**src/rtl/mmu_seq.sv**
```systemverilog
// Weight-load / activation-stream sequencer for the 3x3 weight-stationary MMU.
// Optional perf counters are built only when MMU_SEQ_PERF_EN is defined.
module mmu_seq #(
  parameter int ARRAY_SIZE = 3,
  parameter int CNT_WIDTH  = 8,
  parameter int PIPE_LAT   = 4
) (
  input  logic                  clk,
  input  logic                  rst_n,
  input  logic                  start,
  input  logic                  skip_wload,
  input  logic [CNT_WIDTH-1:0]  num_vec,
  input  logic [CNT_WIDTH-1:0]  ub_base,
  input  logic                  wf_empty,
  output logic                  wf_rd_en,
  output logic                  ub_rd_en,
  output logic [CNT_WIDTH-1:0]  ub_addr,
  output logic                  en_weight_pass,
  output logic                  en_capture_col0,
  output logic                  en_capture_col1,
  output logic                  en_capture_col2,
  output logic [ARRAY_SIZE-1:0] acc_valid,
  output logic                  busy,
  output logic                  done,
  output logic [31:0]           perf_busy_cycles,
  output logic [31:0]           perf_stall_cycles
);

  localparam int STAGES = PIPE_LAT + ARRAY_SIZE - 1;
  localparam int DW     = (STAGES > 2) ? $clog2(STAGES) : 1;

  typedef enum logic [2:0] {
    S_IDLE, S_LOAD_W, S_COMPUTE, S_DRAIN, S_DONE
  } state_t;

  state_t                state_q, state_d;
  logic [2:0]            wcnt_q, wcnt_d;
  logic [CNT_WIDTH-1:0]  vcnt_q, vcnt_d;
  logic [DW-1:0]         dcnt_q, dcnt_d;
  logic [CNT_WIDTH-1:0]  nv_q, nv_d;
  logic [CNT_WIDTH-1:0]  base_q, base_d;
  logic                  stall_q, stall_d;

  logic                  busy_q, busy_d;
  logic                  done_q, done_d;
  logic                  wf_rd_en_q, wf_rd_en_d;
  logic                  pass_q, pass_d;
  logic [ARRAY_SIZE-1:0] cap_q, cap_d;
  logic                  ub_rd_en_q, ub_rd_en_d;
  logic [CNT_WIDTH-1:0]  ub_addr_q, ub_addr_d;
  logic [STAGES:1]       vld_pipe_q;

  // Outputs are registered from the next-cycle state, so every output
  // describes the cycle the state register is about to enter.
  always_comb begin
    state_d = state_q;
    wcnt_d  = wcnt_q;
    vcnt_d  = vcnt_q;
    dcnt_d  = dcnt_q;
    nv_d    = nv_q;
    base_d  = base_q;
    unique case (state_q)
      S_IDLE: begin
        if (start) begin
          nv_d   = num_vec;
          base_d = ub_base;
          wcnt_d = '0;
          vcnt_d = '0;
          dcnt_d = '0;
          if (!skip_wload)                 state_d = S_LOAD_W;
          else if (num_vec == '0)          state_d = S_DONE;
          else                             state_d = S_COMPUTE;
        end
      end
      S_LOAD_W: begin
        if (!stall_q) begin
          if (wcnt_q == 3'd5) begin
            wcnt_d  = '0;
            state_d = (nv_q == '0) ? S_DONE : S_COMPUTE;
          end else begin
            wcnt_d = wcnt_q + 3'd1;
          end
        end
      end
      S_COMPUTE: begin
        if (vcnt_q == nv_q - CNT_WIDTH'(1)) begin
          vcnt_d  = '0;
          state_d = S_DRAIN;
        end else begin
          vcnt_d = vcnt_q + CNT_WIDTH'(1);
        end
      end
      S_DRAIN: begin
        if (dcnt_q == DW'(STAGES - 1)) begin
          dcnt_d  = '0;
          state_d = S_DONE;
        end else begin
          dcnt_d = dcnt_q + DW'(1);
        end
      end
      S_DONE:  state_d = S_IDLE;
      default: state_d = S_IDLE;
    endcase

    // An empty FIFO only matters while rows are still being popped.
    stall_d    = (state_d == S_LOAD_W) && (wcnt_d < 3'd3) && wf_empty;
    busy_d     = (state_d != S_IDLE);
    done_d     = (state_d == S_DONE);
    wf_rd_en_d = (state_d == S_LOAD_W) && (wcnt_d < 3'd3) && !stall_d;
    pass_d     = (state_d == S_LOAD_W) && !stall_d;
    for (int j = 0; j < ARRAY_SIZE; j++)
      cap_d[j] = (state_d == S_LOAD_W) && (wcnt_d == 3'(3 + j));
    ub_rd_en_d = (state_d == S_COMPUTE);
    ub_addr_d  = (state_d == S_COMPUTE) ? base_d + vcnt_d : '0;
  end

  always_ff @(posedge clk or negedge rst_n) begin
    if (!rst_n) begin
      state_q    <= S_IDLE;
      wcnt_q     <= '0;
      vcnt_q     <= '0;
      dcnt_q     <= '0;
      nv_q       <= '0;
      base_q     <= '0;
      stall_q    <= 1'b0;
      busy_q     <= 1'b0;
      done_q     <= 1'b0;
      wf_rd_en_q <= 1'b0;
      pass_q     <= 1'b0;
      cap_q      <= '0;
      ub_rd_en_q <= 1'b0;
      ub_addr_q  <= '0;
      vld_pipe_q <= '0;
    end else begin
      state_q    <= state_d;
      wcnt_q     <= wcnt_d;
      vcnt_q     <= vcnt_d;
      dcnt_q     <= dcnt_d;
      nv_q       <= nv_d;
      base_q     <= base_d;
      stall_q    <= stall_d;
      busy_q     <= busy_d;
      done_q     <= done_d;
      wf_rd_en_q <= wf_rd_en_d;
      pass_q     <= pass_d;
      cap_q      <= cap_d;
      ub_rd_en_q <= ub_rd_en_d;
      ub_addr_q  <= ub_addr_d;
      vld_pipe_q <= {vld_pipe_q[STAGES-1:1], ub_rd_en_q};
    end
  end

  // vld_pipe_q[k] is ub_rd_en delayed k cycles; column j taps PIPE_LAT+j.
  for (genvar j = 0; j < ARRAY_SIZE; j++) begin : g_col
    assign acc_valid[j] = vld_pipe_q[PIPE_LAT + j];
  end

  assign wf_rd_en        = wf_rd_en_q;
  assign ub_rd_en        = ub_rd_en_q;
  assign ub_addr         = ub_addr_q;
  assign en_weight_pass  = pass_q;
  assign en_capture_col0 = cap_q[0];
  assign en_capture_col1 = cap_q[1];
  assign en_capture_col2 = cap_q[2];
  assign busy            = busy_q;
  assign done            = done_q;

`ifdef MMU_SEQ_PERF_EN
  logic [31:0] pbusy_q, pbusy_d;
  logic [31:0] pstall_q, pstall_d;

  always_comb begin
    pbusy_d  = pbusy_q;
    pstall_d = pstall_q;
    if (busy_q && (pbusy_q != '1))   pbusy_d  = pbusy_q + 32'd1;
    if (stall_q && (pstall_q != '1)) pstall_d = pstall_q + 32'd1;
  end

  always_ff @(posedge clk or negedge rst_n) begin
    if (!rst_n) begin
      pbusy_q  <= '0;
      pstall_q <= '0;
    end else begin
      pbusy_q  <= pbusy_d;
      pstall_q <= pstall_d;
    end
  end

  assign perf_busy_cycles  = pbusy_q;
  assign perf_stall_cycles = pstall_q;
`else
  assign perf_busy_cycles  = '0;
  assign perf_stall_cycles = '0;
`endif

endmodule
```
**config.mk**
```make
export PLATFORM = sky130hd
export DESIGN_NAME = mmu_seq
export DESIGN_NICKNAME = d
export VERILOG_FILES = /design/src/rtl/mmu_seq.sv
export SDC_FILE = /design/constraint.sdc
export NUM_CORES = 1
export LEC_CHECK = 0
export ABC_AREA = 1
export CAP_MARGIN = 20
export CORE_MARGIN = 2
export CORE_UTILIZATION = 43
export CTS_CLUSTER_SIZE = 16
export DETAILED_ROUTE_END_ITERATION = 10
export HOLD_SLACK_MARGIN = 0.1
export PLACE_DENSITY_LB_ADDON = 0.2
export SLEW_MARGIN = 5
export SYNTH_ARGS = -nofsm -noshare
export SYNTH_HDL_FRONTEND = slang
export SYNTH_SLANG_ARGS = --single-unit
```
**constraint.sdc**
```tcl
create_clock -name clk -period 2.75 [get_ports clk]
set_clock_uncertainty 0.05 [all_clocks]
set_input_delay 0.55 -clock clk [delete_from_list [all_inputs] [get_ports clk]]
set_output_delay 0.55 -clock clk [all_outputs]
set_load 0.1 [all_outputs]
```
**Word-level counts from Yosys, hierarchy flattened**

Cells that the tools add are included.

- Register bits after elaboration: 56
- Bits in latches: 0
- RAM bits: 0
- Memory bits (read-only): 0
- Output and inout bits: 83
- Word-level logic and storage cells: 71
- Memories: 0

- Add/sub/neg operators: 5
- Multipliers: 0
- Divide/modulo/power cells: 0
- Magnitude comparators: 1
- Equality and inequality tests: 13
- Shifts and indexed selects: 0
- Mux-type cells: 22
- Bitwise gates (word level): 0
- Reduce and logical (&&, ||, !) cells: 15

Operator list:

| operator | count |
|---|---|
| 2-to-1 mux 8 bit | 5 |
| 2-to-1 mux 3 bit | 13 |
| logical NOT 8 bit | 2 |
| case mux 8 bit (2 select lines) | 1 |
| == test 3 bit (second input constant) | 5 |
| == test 3 x 2 -> 1 bit (second input constant) | 4 |
| case mux 3 bit (2 select lines) | 2 |
| case mux 3 bit (4 select lines) | 1 |
| adder 8 x 1 -> 8 bit (second input constant) | 1 |
| adder 8 bit | 1 |
| == test 8 bit | 1 |
| subtractor 8 x 1 -> 8 bit (second input constant) | 1 |
| logical AND 1 bit | 7 |
| adder 3 x 1 -> 3 bit (second input constant) | 2 |
| == test 3 x 1 -> 1 bit (second input constant) | 2 |
| AND reduction 2 bit | 2 |
| logical NOT 3 bit | 1 |
| < comparator 3 x 2 -> 1 bit (second input constant) | 1 |
| nonzero test 3 bit | 1 |
| != test 2 bit (second input constant) | 1 |
| nonzero test 2 bit | 1 |
| logical NOT 1 bit | 1 |

**Logic depth before layout (Yosys ltp)**

- Depth after elaboration: 10
- Gate-level depth with buffers: 24
- Mapped depth without buffers: 24

**Worst setup path before layout**

Ideal clock, no wire load.

- Path kind: reg-to-reg
- Start: register nv_q[0]
- End: register ub_addr_q[6] (netlist: ub_addr[6])
- Library setup time: 123 ps
- Arrival time: 2,789 ps
- Setup slack: -212 ps
- Stages on the path, launching flop included: 22
- Buffers on the path: 0
- Cell sequence: dfrtp_1 -> inv_1 -> ha_1 -> nand2_1 -> inv_1 -> nor2_1 -> nand2_1 -> a21oi_1 -> nand2_1 -> nor2_4 -> nand2_1 -> a32o_1 -> fa_1 -> nand2_1 -> inv_1 -> o21ai_0 -> nand2_1 -> nand2_1 -> nand2_1 -> a21oi_1 -> or2_2 -> a21oi_1

- Elaborated cells on any way between the ends: 13
- Classes of those cells: add/sub: 2; eq/ne: 2; mux: 8; reduce/logical: 1

RTL lines:

| item | RTL line | RTL |
|---|---|---|
| start, declared | 40 | `logic [CNT_WIDTH-1:0] nv_q, nv_d;` |
| start signal, assigned | 139 | `nv_q <= nv_d;` |
| subtractor 8 x 1 -> 8 bit | 86 | `if (vcnt_q == nv_q - CNT_WIDTH'(1)) begin` |
| == test 8 bit | 86 |  |
| 2-to-1 mux 8 bit | 86 |  |
| case mux 8 bit (2 select lines) | 62 | `unique case (state_q)` |
| named net vcnt_d[1] | 38 | `logic [CNT_WIDTH-1:0] vcnt_q, vcnt_d;` |
| adder 8 bit | 114 | `ub_addr_d = (state_d == S_COMPUTE) ? base_d + vcnt_d : '0;` |
| 2-to-1 mux 8 bit | 114 |  |
| named net ub_addr_d[6] | 50 | `logic [CNT_WIDTH-1:0] ub_addr_q, ub_addr_d;` |
| end signal, assigned | 148 | `ub_addr_q <= ub_addr_d;` |
| end, declared | 50 |  |

The timed path passes the listed nets, and every way through them passes these cells.
A chain may end at the register's enable or synchronous reset.

**Final worst setup path**

- Start: register nv_q[0]
- End: register ub_addr_q[5] (netlist: ub_addr[5])

Same word-level chain as after synthesis.

==> impl_results.md <==
* Port bufs at 39
* Global route overflow at 0
* CTS H-Tree Depth at 2
* Most frequent cell after synthesis: nand2_1
* Gr usage total at ~16%
* Tcrit/Tclk final at 106.5%
* Ys async rst share at 100.0%
* Die area at roughly 8700 sq um
* Final Cell Area at 4070 sq um
* Via count at 2612
* Max-Cap Viols at 0
* Required @ worst endpoint at 2.90 ns
* Worst vdd ir at about 0.65 mV
* Global-route track usage on met3 at 2.095%
* Slew of the pin with the lowest slew margin at 0.7725 ns
* Reg clk slew, reported paths at approximately 0.1 ns
* Fin worst setup slack at -0.1782 ns
* Post-synth top cells: nand2_1 (89), buf_4 (67), dfrtp_1 (56)
* Setup TNS at -0.5241 ns
* Core Rows at 32
* Final Hold Viols at 0
* Synthesis-stage register bit count at 56
* Status: finished with violations
* First-pass DRT Iterations at 4
* Cts bufs inserted at 5
* Critical path type: reg -> reg
* CTS tree: built
* Critical Path AT at 3.08 ns
* RSZ-0062 raised after global routing: yes
* Synthesized cell area at 3421 sq um
* Cells after synthesis at about 400
* Antenna diodes at 0
* Antenna-violating nets left at 0
* Layout cell share with drive strength beyond 1 at between 20 and 25%
* Final Power at ~5 mW
* Core area at 7727 sq um
* Placer Congestion at 0.8180
* Largest net degree at the start of global routing at 35
* Top-area cell type share of the netlist area at roughly two fifths
* Placed cell areas at roughly 3800 sq um
* Initial DRC count at between 100 and 150
* Root Driver: clkbuf_8
* Hold_ws at 0.2479 ns
* Routed wire length at slightly below 7 mm
* Die width at 93.19 microns
* Ports at about 100
* Worst setup SP type: flop
* Failing checks: negative setup slack
* Drt wl/cell at 11.48 microns
* Setup violations, final at 5
* Yosys Warn Count at 0
* Cts hold-fix bufs at 0
* First-pass GRT wire length at about 11 mm
* Met1 usage in global routing at 22.37%
* Yosys cell types at 42
* Number of synthesized flops with an enable pin at 0
* Tmin final at between 2 and 3 ns
* Max Freq at 341.5 MHz
* Final-report max-slew violation count at 0
* Worst hold path type: in -> async
* Final layout net count at approximately 520
* Pwr Density at 1222 nW/um^2
* Initial Util at between 40 and 50%
* Leak at 2.185 nW
* Antenna violations before repair at 0
* HPWL after detailed placement at about 5.2 mm
* Post-synth top area cell: dfrtp_1
* Die Height at 93.19 microns
* GR peak layer: met2
* Avg Cell Area, Syn at between 8 and 9 sq um
* Area Growth Syn to Fin at 18.98%
* CP Capture Type: flop
* Via density at 4.457
* Worst Path Max Fanout at 4
* Maximum clock insertion buffer count at 2
* Worst skew pair latency at 0.31 ns
* Post-route DRC violation count at 0
* Number of global-route vias before repair at 2439
* Sequential area share after synthesis at between 40% and 50%
* GR met2 Demand/Resource at 26.87%
* Primary FF master, synth: dfrtp_1
* TritonCTS sink count at 56
* Top cells by area, synth: dfrtp_1 (41%), buf_4 (15%), nand2_1 (9.8%)
* Max-slew headroom at 48.50%
==> worst max-delay path, stage by stage, from the launching register on <==
cell and delay [ns]:
dfrtp_1 0.40, inv_2 0.08, ha_4 0.20, nand2_2 0.06, inv_2 0.03, nor2_2 0.06, nand2_1 0.06, a21oi_1 0.11
nand2_1 0.10, nor2_4 0.12, nand2_4 0.07, a32o_2 0.29, ha_4 0.25, a21o_1 0.18, a31oi_1 0.20, nor2_1 0.10
o21ai_1 0.19, nand2_1 0.09, nor2_2 0.13, nor3_2 0.05
==> where the power goes <==
group	internal, mW	total, mW	switching (mW)
clock network	0.271	0.539	0.268
registers	1.12	1.31	0.193
logic	0.952	3.13	2.17
==> through the flow <==
step	setup WS [ns]	cells	utilization, %
after floorplan	-0.08136	474	-
after global placement	-0.1527	573	49.81
after detailed placement	-0.2943	573	49.81
after CTS	-0.1579	581	51.33
after global routing	-0.3821	586	52.67
final	-0.1782	586	52.67
==> metal layers <==
| layer | up-vias | share of wire (%) | routed length [microns] |
|---|---|---|---|
| met5 | - | 0 | 0 |
| met4 | 0 | 1.3 | 85 |
| met3 | 6 | 3.4 | 227 |
| met2 | 74 | 49 | 3270 |
| met1 | 1217 | 47 | 3144 |
| li1 | 1315 | - | - |
==> registers in the layout, summed over array words and instances (netlist names) <==
signal,count
base_q,8
busy,1
cap_q,3
dcnt_q,3
done,1
en_weight_pass,1
nv_q,8
stall_q,1
state_q,3
ub_addr,8
ub_rd_en,1
vcnt_q,8
vld_pipe_q,6
wcnt_q,3
wf_rd_en,1
==> final cells by class <==
cell class	instances	area [sq um]
clock buffer	6	72.57
clock inverter	2	35.03
fill	731	3657
inverter	51	191.4
multi-input combinational	296	1645
sequential	56	1401
tap	102	127.6
timing repair buffer	73	596.8
==> layout by cell type (no fill, tap or decap), drive strengths merged <==
master,instances
nand2,89
conb,64
dfrtp,56
buf,54
inv,51
nor2,41
o21ai,21
nand3,20
clkdlybuf4s50,19
a21oi,11
ha,10
nor3,9
nand4,7
clkbuf,6
xor2,5
a32o,3
or2,3
xnor2,2
o211ai,2
o22ai,2
o2111ai,1
a21o,1
a31oi,1
a21boi,1
or3,1
o21a,1
fa,1
bufinv,1
clkinv,1
==> worst paths after layout <==
path | start | end | slack (ns) | cells after the start
worst max-delay path | nv_q[0] | ub_addr[5] | -0.18 | 19
worst min-delay path | rst_n | cap_q[2] | 0.25 | 1
worst max register to register | nv_q[0] | ub_addr[5] | -0.18 | 19
worst min register to register | vld_pipe_q[2] | vld_pipe_q[3] | 0.31 | 0
max in group asynchronous | rst_n | base_q[7] | 1.73 | 2
min in group clk | vld_pipe_q[2] | vld_pipe_q[3] | 0.31 | 0
==> kinds of logic after synthesis <==
group                      count (synthesis)  share of synthesized area [%]
adders and majority gates                 11                          4.243
and+or+nand+nor                          170                          23.59
other                                      1                         0.1096
AOI/OAI and AO/OA                         44                          8.303
xor gates and xnor gates                   7                          1.792
buffers and inverters                    122                          20.99
DFF                                       56                          40.97
==> timing repair <==
| item | CTS | global route |
|---|---|---|
| resized for setup | 5 | 22 |
| pin swaps | 5 | 12 |
| setup buffers | 0 | 5 |
| endpoints found under the setup margin | 6 | 6 |
Note: power is estimated with default switching activity, not from simulation.
